--- config.mk ---
export PLATFORM = sky130hd
export DESIGN_NAME = ctrl_seq_fsm
export DESIGN_NICKNAME = d
export VERILOG_FILES = /design/src/rtl/ctrl_seq_fsm.sv
export SDC_FILE = /design/constraint.sdc
export NUM_CORES = 1
export LEC_CHECK = 0
export ABC_AREA = 1
export BUFFER_PORTS_ARGS = -buffer_cell sky130_fd_sc_hd__buf_2
export CORE_MARGIN = 4
export CORE_UTILIZATION = 50
export DETAILED_ROUTE_END_ITERATION = 8
export HOLD_SLACK_MARGIN = 0.08
export PLACE_DENSITY = 0.86
export SYNTH_ARGS = -nofsm -noshare
export SYNTH_HDL_FRONTEND = slang
export SYNTH_SLANG_ARGS = --single-unit
--- constraint.sdc ---
create_clock -name clk -period 1.75 [get_ports clk]
set_input_delay 0.35 -clock clk [delete_from_list [all_inputs] [get_ports clk]]
set_output_delay 0.35 -clock clk [all_outputs]
set_load 0.05 [all_outputs]
--- src/rtl/ctrl_seq_fsm.sv ---
`default_nettype none
// ============================================================================
// ctrl_seq_fsm : multi-cycle FETCH/DECODE/EXEC/MEM/WB control sequencer
// Revision 1.0 - initial release
// ============================================================================
module ctrl_seq_fsm #(
    parameter int MEM_TIMEOUT = 8
) (
    input  logic       clk,
    input  logic       rst_n,
    input  logic       instr_valid,
    input  logic [3:0] opcode,
    output logic       instr_ready,
    input  logic       mem_ack,
    output logic       ir_load,
    output logic       pc_inc,
    output logic [2:0] alu_op,
    output logic       mem_req,
    output logic       mem_we,
    output logic [1:0] wa_sel,
    output logic       reg_write,
    output logic       retire,
    output logic       illegal,
    output logic       timeout
);

    typedef enum logic [2:0] {
        IDLE   = 3'd0,
        FETCH  = 3'd1,
        DECODE = 3'd2,
        EXEC   = 3'd3,
        MEM    = 3'd4,
        WB     = 3'd5
    } state_t;

    localparam logic [3:0] OP_NOP     = 4'd0;
    localparam logic [3:0] OP_LOADI   = 4'd8;
    localparam logic [3:0] OP_LOAD    = 4'd9;
    localparam logic [3:0] OP_STORE   = 4'd10;
    localparam logic [3:0] OP_JAL     = 4'd11;
    localparam logic [3:0] OP_CLR     = 4'd12;
    localparam logic [3:0] OP_ILL_MIN = 4'd13;

    localparam logic [1:0] WA_RD    = 2'b00;
    localparam logic [1:0] WA_RT    = 2'b01;
    localparam logic [1:0] WA_LINK  = 2'b10;
    localparam logic [1:0] WA_ZERO  = 2'b11;

    // Last wait-counter value before the timeout fires on a missing ack.
    localparam logic [3:0] WAIT_LAST = 4'(MEM_TIMEOUT - 1);

    state_t     state_q, state_d;
    logic [3:0] op_q, op_d;
    logic [3:0] wait_q, wait_d;
    logic       illegal_q, illegal_d;
    logic       timeout_q, timeout_d;

    logic       w_is_nop;
    logic       w_is_illegal;
    logic       w_is_alu;
    logic       w_is_load;
    logic       w_is_store;
    logic [1:0] w_wa_inst;

    assign w_is_nop     = (op_q == OP_NOP);
    assign w_is_illegal = (op_q >= OP_ILL_MIN);
    assign w_is_alu     = !op_q[3] && !w_is_nop;
    assign w_is_load    = (op_q == OP_LOAD);
    assign w_is_store   = (op_q == OP_STORE);

    // Write-address select is a pure function of the latched opcode, so it
    // stays constant through EXEC, MEM and WB of one instruction.
    always_comb begin
        w_wa_inst = WA_RD;
        case (op_q)
            OP_LOADI, OP_LOAD: w_wa_inst = WA_RT;
            OP_JAL:            w_wa_inst = WA_LINK;
            OP_CLR:            w_wa_inst = WA_ZERO;
            default:           w_wa_inst = WA_RD;
        endcase
    end

    always_ff @(posedge clk or negedge rst_n) begin
        if (!rst_n) begin
            state_q   <= IDLE;
            op_q      <= 4'd0;
            wait_q    <= 4'd0;
            illegal_q <= 1'b0;
            timeout_q <= 1'b0;
        end else begin
            state_q   <= state_d;
            op_q      <= op_d;
            wait_q    <= wait_d;
            illegal_q <= illegal_d;
            timeout_q <= timeout_d;
        end
    end

    always_comb begin
        state_d     = state_q;
        op_d        = op_q;
        wait_d      = wait_q;
        illegal_d   = illegal_q;
        timeout_d   = timeout_q;
        instr_ready = 1'b0;
        ir_load     = 1'b0;
        pc_inc      = 1'b0;
        alu_op      = 3'd0;
        mem_req     = 1'b0;
        mem_we      = 1'b0;
        wa_sel      = WA_RD;
        reg_write   = 1'b0;
        retire      = 1'b0;

        case (state_q)
            IDLE: begin
                instr_ready = 1'b1;
                if (instr_valid) begin
                    op_d      = opcode;
                    illegal_d = 1'b0;
                    timeout_d = 1'b0;
                    state_d   = FETCH;
                end
            end
            FETCH: begin
                ir_load = 1'b1;
                pc_inc  = 1'b1;
                state_d = DECODE;
            end
            DECODE: begin
                if (w_is_nop) begin
                    retire  = 1'b1;
                    state_d = IDLE;
                end else if (w_is_illegal) begin
                    illegal_d = 1'b1;
                    retire    = 1'b1;
                    state_d   = IDLE;
                end else begin
                    state_d = EXEC;
                end
            end
            EXEC: begin
                wa_sel = w_wa_inst;
                if (w_is_alu) begin
                    alu_op = op_q[2:0];
                end
                wait_d  = 4'd0;
                state_d = (w_is_load || w_is_store) ? MEM : WB;
            end
            MEM: begin
                wa_sel  = w_wa_inst;
                mem_req = 1'b1;
                mem_we  = w_is_store;
                // An ack in the final allowed cycle beats the timeout.
                if (mem_ack) begin
                    if (w_is_store) begin
                        retire  = 1'b1;
                        state_d = IDLE;
                    end else begin
                        state_d = WB;
                    end
                end else if (wait_q == WAIT_LAST) begin
                    timeout_d = 1'b1;
                    retire    = 1'b1;
                    state_d   = IDLE;
                end else begin
                    wait_d = wait_q + 4'd1;
                end
            end
            WB: begin
                wa_sel    = w_wa_inst;
                reg_write = 1'b1;
                retire    = 1'b1;
                state_d   = IDLE;
            end
            default: begin
                state_d = IDLE;
            end
        endcase
    end

    assign illegal = illegal_q;
    assign timeout = timeout_q;

endmodule
`default_nettype wire

==> impl_results.md, run 1 <==
- Top FF cell, synth: dfrtp_1
- Dpl ws: 0.0533 ns
- Hold slack final: 0.265 ns
- Vias: roughly 950
- EDFF count, synth: 0
- PortBufs: 21
- Cell Chain, Critical Path: buf_4 > nor3_4 > nand2_1 > nand3_2 > buf_6
- Clock Tree Root: clkbuf_4
- Leak: 0.685 nW
- Clock Pin Slew Worst Setup and Hold Paths: 0.09 ns
- Drt total wl: approximately 2600 um
- Crit path launch type: flop
- Placed Cells incl. Taps: approximately 160
- H-Tree Depth: 1
- Clock Latency Late Sink: around 0.29 ns
- Max clock buf depth: 2
- Final-layout fill cell count: about 100
- Drt pass-1 iters: 4
- Row count: 14
- Final Util: 81.2%
- # setup viols final: 7
- Outcome: finished, violations left
- Syn-to-layout area delta: 50.1%
- Arr. time, crit path: between 1.5 and 2 ns
- CP Buf/Inv Count: 2
- Max-cap viol count: 0
- Inserted Clock Buffers: 3
- Synth warn: 0
- Max-slew violations: 0
- DR WL/cell: roughly 15 um
- Final Total Pwr: 2.18 mW
- Nets: about 170
- All-Layer GR Usage: 20.5%
- DRC: 0
- Placer Congestion: a little over 0.8
- Largest net degree at the start of global routing: 14
- Detail Placement HPWL: roughly 1500 um
- Final Cycle Share: 109%
- RSZ-0062 raised after global routing: yes
- P per Cell Area: 1760 mW/mm2
- Syn avg cell area: between 6 and 7 um2
- Final Hold Fails: 0
- Commonest non-fill, non-tap cell in the layout: nand2_1
- Critical-path top delay cell: dfrtp_2
- Routed Antenna Nets: 0
- Vias in the first global route: ~860
- Yosys reg bits: 13
- Fin cells: approximately 180
- Drt via density: around 5.4
- CP Capture Type: output port
- Cell family with the largest share of critical-path delay: simple AND/OR/NAND/NOR gates
- Worst-path maximum fanout: 5
- Antenna violations before repair: 0
- CP peak stage delay: ~0.47 ns
- Mapped Nets: 129
- Post-synth ARST share: 100%
- Initial DRC count: 37
- Worst vdd ir: between 900 and 1000 uV
- # clock sinks: 13
- Clock skew: approximately 0.009 ns
- Post-Syn Instances: 120
- Hold WC Path Type: input pin to flop
- Sequential share of the synthesized area: 39.5%
- Total congestion overflow: 0
- Most frequent cells in the layout: nand2_1, buf_4, inv_1, dfrtp_1, buf_2
- Initial Util: about 54%
- Worst Tran Pin Value: 0.312 ns
- Crit path time final: about 1.9 ns
- DIE AREA: approximately 0.0024 mm2
- Final Worst Setup Slack: -0.163 ns
- Die height: between 40 and 50 um
- Yosys cell types: 20
- Core Region: roughly 0.0015 mm2
- Post-synth design cell area: between 800 and 900 um2
- TritonCTS clock tree: built
- Crit path kind: flop to output port
- CP Data Required Time: roughly 1.4 ns
- IO Count: 22
- Failing checks: setup timing
- Max Fclk: about 520 MHz
- Share of cells above drive strength 1: between 40% and 50%
- Slew headroom: 79.2%
- Die Width: about 50 um
- Antenna Cells: 0
- First-pass GRT wire length: 3730 um
==> per-layer routing <==
| layer | vias to the layer above | share of wire, % | global-route usage (%) |
|---|---|---|---|
| met5 | - | 0 | 0 |
| met4 | 0 | 2.6 | 12.6 |
| met2 | 44 | 53 | 35.4 |
| li1 | 450 | - | - |
| met1 | 444 | 38 | 22.8 |
| met3 | 9 | 6.1 | 3.68 |
==> worst min-delay path, delay by kind of cell <==
family                 cells  cell delay (ns)
and+or+nand+nor            1             0.04
AOI/OAI and AO/OA          1             0.05
buffers and inverters      1             0.08
==> cell type report <==
type | instances | area (um2) | area share (%)
clock buffers | 4 | 26.3 | 2.12
flip-flops and latches | 13 | 327 | 26.4
inverters | 20 | 75.1 | 6.07
well taps | 16 | 20.0 | 1.62
multi-input cells | 86 | 488 | 39.4
repair buffers | 38 | 302 | 24.4
==> power breakdown <==
| group | switching [mW] | internal [mW] | total [mW] | leakage [nW] |
|---|---|---|---|---|
| Combinational | 0.947 | 0.519 | 1.47 | 0.502 |
| Sequential | 0.108 | 0.405 | 0.514 | 0.169 |
| Clock | 0.110 | 0.0887 | 0.198 | 0.0150 |
| Total | 1.17 | 1.01 | 2.18 | 0.685 |
==> per-stage QoR <==
stage	area [um2]	TNS (ns)
3_5_place_dp	960	0
5_1_grt	1240	-1.05
3_3_place_gp	960	0
6_report	1240	-0.619
2_1_floorplan	835	-0.461
4_1_cts	1150	-0.204
==> flip-flops by register name, summed over array words and instances (netlist names) <==
register and count:
illegal 1, op_q 4, state_q 3, timeout 1, wait_q 4
==> synthesized netlist by cell type (2+ instances only) <==
master,count,area (um2)
nand3_1,10,50.1
o21ai_0,5,25.0
o21ai_1,2,10.0
nor3_2,2,20.0
nor2_1,15,56.3
dfrtp_1,13,325
nor2_2,2,12.5
inv_2,2,7.51
inv_1,18,67.6
nand2_1,39,146
nand2_2,3,18.8
==> what timing repair did <==
| action | in CTS | in global routing |
|---|---|---|
| setup buffers | 11 | 4 |
| hold buffers | 1 | 0 |
| hold endpoints to repair | 13 | 0 |
| pin swaps | 2 | 2 |
| resized for setup | 22 | 25 |
| endpoints found under the setup margin | 9 | 12 |
==> logic make-up after synthesis <==
| logic type | Yosys count | synth area share [%] |
|---|---|---|
| xor gates and xnor gates | 2 | 2.12 |
| buffers and inverters | 21 | 10.0 |
| DFF | 13 | 39.5 |
| adders and majority gates | 1 | 1.52 |
| AOI/OAI and AO/OA | 9 | 5.61 |
| and+or+nand+nor | 74 | 41.3 |
==> path summary, 6_finish.rpt <==
check	to	startpoint	cells after the start	slack [ns]
min	op_q[3]	opcode[3]	3	0.27
max reg2reg	illegal	state_q[2]	8	0.29
max	retire	state_q[2]	5	-0.16
min in group asynchronous	state_q[2]	rst_n	2	0.48
min reg2reg	illegal	illegal	2	0.50
max in group asynchronous	state_q[2]	rst_n	2	1.02
No activity file was read; power rests on OpenSTA's default activity.
==> run 2, diff against run 1 <==
--- a/config.mk
+++ b/config.mk
@@ -12,6 +12,7 @@
 export DETAILED_ROUTE_END_ITERATION = 8
 export HOLD_SLACK_MARGIN = 0.08
 export PLACE_DENSITY = 0.86
+export SKIP_CTS_REPAIR_TIMING = 1
 export SYNTH_ARGS = -nofsm -noshare
 export SYNTH_HDL_FRONTEND = slang
 export SYNTH_SLANG_ARGS = --single-unit
==> run 2 against run 1 <==
Effect of this change: the run still ends with setup timing left; sequential power rose by 5.3%; hold slack improved by 0.00071 ns; global-route usage fell by 3.7 points; largest cell class unchanged; highest routed layer unchanged.
==> impl_results.md, run 2 (synthesis gave the netlist of run 1 again) <==
- Placer Congestion: 0.813 (unchanged)
- Crit path kind: flop to output port
- Detail Placement HPWL: 1450 um (unchanged)
- Leak: 0.677 nW (-1.2%)
- Fin area: 0.00122 mm2 (-1.1%)
- Met3 WL: 159 um (+0.63%)
- Initial Util: 54.1% (unchanged)
- CP Capture Type: output port
- Routed Antenna Nets: 0 (unchanged)
- DR WL/cell: 14.7 um (+0.73%)
- TritonCTS clock tree: built
- Max-slew violations: 0 (unchanged)
- Worst vdd ir: 911 uV (-4.3%)
- Final Hold Fails: 0 (unchanged)
- Hold Crit Endpoint: op_q[1]
- Inserted Clock Buffers: 3 (unchanged)
- Max-cap viol count: 0 (unchanged)
- Cells on worst reg2reg path: 8 (unchanged)
- Worst R2R Start: state_q[2]
- Row count: 14 (unchanged)
- Final Worst Setup Slack: -0.116 ns (+0.0471 ns)
- Drt pass-1 iters: 4 (unchanged)
- Hold WC Path Type: input pin to flop
- Crit path launch type: flop
- Met1 wire length: 984 um (+0.20%)
- All-Layer GR Usage: 16.8% (-3.7 points)
- HP Start: opcode[1]
- Worst-path maximum fanout: 4 (-1)
- Met2 WL: 1340 um (-2.3%)
- Fin cells: 173 (-2.3%)
- Commonest non-fill, non-tap cell in the layout: nand2_1
- Crit path time final: 1.87 ns (-0.0471 ns)
- Dpl cell area: 960 um2 (unchanged)
- Top sig layer: met4
- Final Cycle Share: 107% (-2.7 points)
- Worst Tran Pin Value: 0.309 ns (-0.00269 ns)
- Final Util: 80.3% (-0.90 points)
- Die height: 48.6 um (unchanged)
- Largest net degree at the start of global routing: 14 (unchanged)
- P per Cell Area: 1770 mW/mm2 (+0.70%)
- Most frequent cells in the layout: nand2_1, buf_4, inv_1, dfrtp_1, buf_2
- Drt total wl: 2540 um (-1.6%)
- # setup viols final: 9 (+2)
- Die Width: 48.6 um (unchanged)
- Arr. time, crit path: 1.52 ns (-0.04 ns)
- H-Tree Depth: 1 (unchanged)
- CP Data Required Time: 1.40 ns (about the same)
- CP Buf/Inv Count: 3 (+1)
- # clock sinks: 13 (unchanged)
- Clock Pin Slew Worst Setup and Hold Paths: 0.09 ns (about the same)
- Cell family with the largest share of critical-path delay: flip-flops
- Final TNS setup: -0.644 ns (-0.0254 ns)
- RR Endpoint: state_q[0]
- Max clock buf depth: 2 (unchanged)
- Share of cells above drive strength 1: 44.6% (+1.1 points)
- Drt via density: 5.36 (+0.26%)
- Syn-to-layout area delta: 48.4%
- Total congestion overflow: 0 (unchanged)
- IO Count: 22 (unchanged)
- First-pass GRT wire length: 3070 um (-18%)
- Critical-path top delay cell: dfrtp_1
- Antenna violations before repair: 0 (unchanged)
- Final Total Pwr: 2.17 mW (-0.42%)
- Reg-to-reg setup timing slack: 0.35 ns (+0.06 ns)
- Antenna Cells: 0 (unchanged)
- Clock skew: 0.00671 ns (-0.00239 ns)
- Hold Path Depth: 3 (unchanged)
- Cell Chain, Critical Path: inv_2 > nand3_1 > inv_1 > a31oi_2 > nand3_2 > buf_6
- Largest regs: op_q: 4 flops, wait_q: 4 flops, state_q: 3 flops
- DIE AREA: 0.00236 mm2 (unchanged)
- Placed Cells incl. Taps: 157 (unchanged)
- PortBufs: 21 (unchanged)
- Max Fclk: 536 MHz (+2.5%)
- Core Region: 0.00152 mm2 (unchanged)
- CP peak stage delay: 0.42 ns (-0.05 ns)
- Nets: 167 (-2.3%)
- Outcome: finished, violations left
- Vias: 928 (-2.0%)
- RSZ-0062 raised after global routing: yes
- Initial DRC count: 27 (-27%)
- Vias in the first global route: 728 (-15%)
- Clock Tree Root: clkbuf_4
- Failing checks: setup timing
- DRC: 0 (unchanged)
- Clock Latency Late Sink: 0.29 ns (about the same)
- Slew headroom: 79.4% (+0.18 points)
-- run 2: tightest hold or removal path, cell delays in order --
cell	delay, ns
buf_2	0.07
nand2_1	0.04
o21ai_0	0.06
-- run 2: cell type report --
type | instances | area [um2]
multi-input combinational | 86 | 504
sequential | 13 | 328
fill | 107 | 300
timing repair buffer | 34 | 268
inverter | 20 | 77.6
clock buffer | 4 | 26.3
tap | 16 | 20.0
-- run 2: report_power, final --
part           internal, mW  total [mW]  leakage [nW]  switching [mW]
logic                 0.489        1.43         0.494           0.940
registers             0.408       0.541         0.167           0.133
clock network        0.0886       0.200        0.0150           0.111
total                 0.985        2.17         0.677            1.18
-- run 2: layer usage --
layer	global-route usage (%)	vias up
met1	19.3	442
met5	0	-
met4	11.2	0
li1	-	444
met3	4.29	6
met2	27.0	36
-- run 2: stage by stage --
stage	hold WS [ns]	setup WS (ns)
after CTS	-0.0465	-0.270
after global routing	0.290	-0.204
after floorplan	0.0544	-0.129
final	0.266	-0.116
after detailed placement	0.254	0.0533
after global placement	0.254	0.123
-- run 2: worst max path at each step --
stage | startpoint | endpoint | slack [ns] | depth (start not counted)
final | state_q[1] | retire | -0.12 | 6
after global routing | state_q[1] | retire | -0.20 | 6
after CTS | state_q[1] | wa_sel[1] | -0.27 | 7
after detailed placement | state_q[1] | wa_sel[0] | 0.05 | 7
after global placement | wait_q[0] | retire | 0.12 | 6
after floorplan | state_q[2] | pc_inc | -0.13 | 2
==> run 3, diff against run 2 <==
--- a/config.mk
+++ b/config.mk
@@ -11,8 +11,9 @@
 export CORE_UTILIZATION = 50
 export DETAILED_ROUTE_END_ITERATION = 8
 export HOLD_SLACK_MARGIN = 0.08
-export PLACE_DENSITY = 0.86
+export PLACE_DENSITY = 0.82
 export SKIP_CTS_REPAIR_TIMING = 1
+export SKIP_LAST_GASP = 1
 export SYNTH_ARGS = -nofsm -noshare
 export SYNTH_HDL_FRONTEND = slang
 export SYNTH_SLANG_ARGS = --single-unit
==> run 3 against run 2 <==
Effect of this change: the run still ends with setup timing left; non-clock buffer count decreased by 8; global-route usage grew 0.50 points; clock power down 5%.
==> impl_results.md, run 3 (synthesis gave the netlist of run 1 again) <==
- Hold slack final: 0.278 ns (+0.0123 ns)
- Most frequent cells in the layout: nand2_1, inv_1, dfrtp_1, nor2_1, buf_2
- RSZ-0062 raised after global routing: yes
- Crit path time final: 1.85 ns (-0.0188 ns)
- Reg power frac: 26.8% (+1.8 points)
- Leak: 0.626 nW (-7.5%)
- DR WL/cell: 12.0 um (-18%)
- Power share of the clock group: 9.8% (+0.6 points)
- Slew headroom: 79.2% (-0.19 points)
- Inserted Clock Buffers: 3 (unchanged)
- Sw Ratio: 54.2% (-0.36 points)
- Crit path kind: flop to output port
- Dpl ws: 0.0412 ns (-0.0121 ns)
- P_sw: 1.05 mW (-11%)
- Final Worst Setup Slack: -0.0969 ns (+0.0188 ns)
- CP peak stage delay: 0.48 ns (+0.06 ns)
- Clock Tree Root: clkbuf_4
- # clock sinks: 13 (unchanged)
- Syn-to-layout area delta: 38.4%
- Final Cycle Share: 106% (-1.1 points)
- Clock Pin Slew Worst Setup and Hold Paths: 0.08 ns (about the same)
- Commonest non-fill, non-tap cell in the layout: nand2_1
- Nets: 159 (-4.8%)
- Failing checks: setup timing
- Max clock buf depth: 2 (unchanged)
- Final Hold Fails: 0 (unchanged)
- Worst Tran Pin Value: 0.312 ns (+0.00278 ns)
- Vias in the first global route: 763 (+4.8%)
- Vias: 838 (-9.7%)
- DIE AREA: 0.00236 mm2 (unchanged)
- CP Capture Type: output port
- Drt pass-1 iters: 4 (unchanged)
- IO Count: 22 (unchanged)
- Cell Chain, Critical Path: nor3_4 > inv_2 > nand3_2 > nand2_2 > inv_2 > buf_8
- Arr. time, crit path: 1.50 ns (-0.02 ns)
- Outcome: finished, violations left
- Drt via density: 5.08 (-5.3%)
- Die height: 48.6 um (unchanged)
- Total congestion overflow: 0 (unchanged)
- Initial DRC count: 15 (-44%)
- Clock skew: 0.00518 ns (-0.00153 ns)
- Fin cells: 165 (-4.6%)
- Max-cap viol count: 0 (unchanged)
- Crit path launch type: flop
- First-pass GRT wire length: 3220 um (+4.7%)
- All-Layer GR Usage: 17.3% (+0.50 points)
- Clock Latency Late Sink: 0.28 ns (about the same)
- Share of cells above drive strength 1: 41.6% (-3.0 points)
- H-Tree Depth: 1 (unchanged)
- P per Cell Area: 1700 mW/mm2 (-4.2%)
- Placer Congestion: 0.855 (+5.1%)
- TritonCTS clock tree: built
- Row count: 14 (unchanged)
- Detail Placement HPWL: 1460 um (+0.70%)
- Worst-path maximum fanout: 6 (+2)
- CP Data Required Time: 1.40 ns (about the same)
- Drt total wl: 1990 um (-22%)
- Largest net degree at the start of global routing: 14 (unchanged)
- Int Pwr: 0.887 mW (-9.9%)
- Antenna Cells: 0 (unchanged)
- Max-slew violations: 0 (unchanged)
- Placed Cells incl. Taps: 157 (unchanged)
- Comb pwr share: 63.5% (-2.3 points)
- Max Fclk: 541 MHz (+1.0%)
- Cell family with the largest share of critical-path delay: flip-flops
- Worst vdd ir: 979 uV (+7.4%)
- Core Region: 0.00152 mm2 (unchanged)
- Die Width: 48.6 um (unchanged)
- Top cell by count, worst path: inv_2
- PortBufs: 21 (unchanged)
- Critical-path top delay cell: dfrtp_2
- # setup viols final: 6 (-3)
- Largest regs: op_q: 4 flops, wait_q: 4 flops, state_q: 3 flops
- CP Buf/Inv Count: 3 (unchanged)
- DRC: 0 (unchanged)
- Hold WC Path Type: input pin to flop
- Initial Util: 54.1% (unchanged)
- Antenna violations before repair: 0 (unchanged)
- Routed Antenna Nets: 0 (unchanged)
==> run 3: cell types whose count changed in the layout (fill, tap and decap cells not counted), moves of 2 or more <==
cell   change
inv_2      +2
buf_2      -2
buf_6      -2
buf_4      -6
==> run 3: path summary, 6_finish.rpt <==
path                       startpoint    endpoint  slack [ns]  cells after the start
max                        state_q[2]   wa_sel[1]        -0.1                      6
min                         opcode[3]     op_q[3]        0.28                      3
max reg2reg                 wait_q[0]   wait_q[0]        0.45                      7
min reg2reg                   illegal     illegal        0.48                      2
max in group asynchronous       rst_n  state_q[2]        1.02                      2
min in group asynchronous       rst_n   wait_q[0]        0.48                      2
==> run 3: final cells by class <==
class,count,area [um2]
Clock buffer,3,22.5
Clock inverter,1,5.00
Fill cell,110,383
Inverter,20,75.1
Multi-Input combinational cell,86,479
Sequential cell,13,327
Tap cell,16,20.0
Timing Repair Buffer,26,213
==> run 3: power by group through the flow <==
| stage | combinational (mW) | sequential [mW] | clock (mW) |
|---|---|---|---|
| floorplan | 0.790 | 0.522 | 0 |
| global placement | 0.988 | 0.501 | 0 |
| detailed placement | 1.02 | 0.507 | 0 |
| CTS | 1.02 | 0.501 | 0.195 |
| global route | 1.35 | 0.532 | 0.213 |
| finish | 1.23 | 0.519 | 0.189 |
==> run 3: worst register-to-register path: stages, from the launching register on <==
cell     delay (ns)
dfrtp_1        0.39
ha_2           0.22
nand3_2        0.10
nand2_2        0.12
nor2_4         0.05
nor2_2         0.18
nand2_1        0.08
o21ai_1        0.09
==> run 3: through the flow <==
| step | instance area [um2] | total power, mW | TNS [ns] | utilization [%] |
|---|---|---|---|---|
| after floorplan | 835 | 1.31 | -0.461 | - |
| after global placement | 960 | 1.49 | 0 | 63.0 |
| after detailed placement | 960 | 1.52 | 0 | 63.0 |
| after CTS | 987 | 1.72 | -1.41 | 64.8 |
| after global routing | 1140 | 2.10 | -0.982 | 74.9 |
| final | 1140 | 1.94 | -0.506 | 74.9 |
==> run 3: metal layers <==
| metal | global-route usage [%] | vias up | wire length (um) |
|---|---|---|---|
| li1 | - | 427 | - |
| met3 | 4.29 | 5 | 151 |
| met5 | 0 | - | 0 |
| met4 | 8.07 | 0 | 30 |
| met2 | 29.8 | 33 | 972 |
| met1 | 19.7 | 373 | 833 |
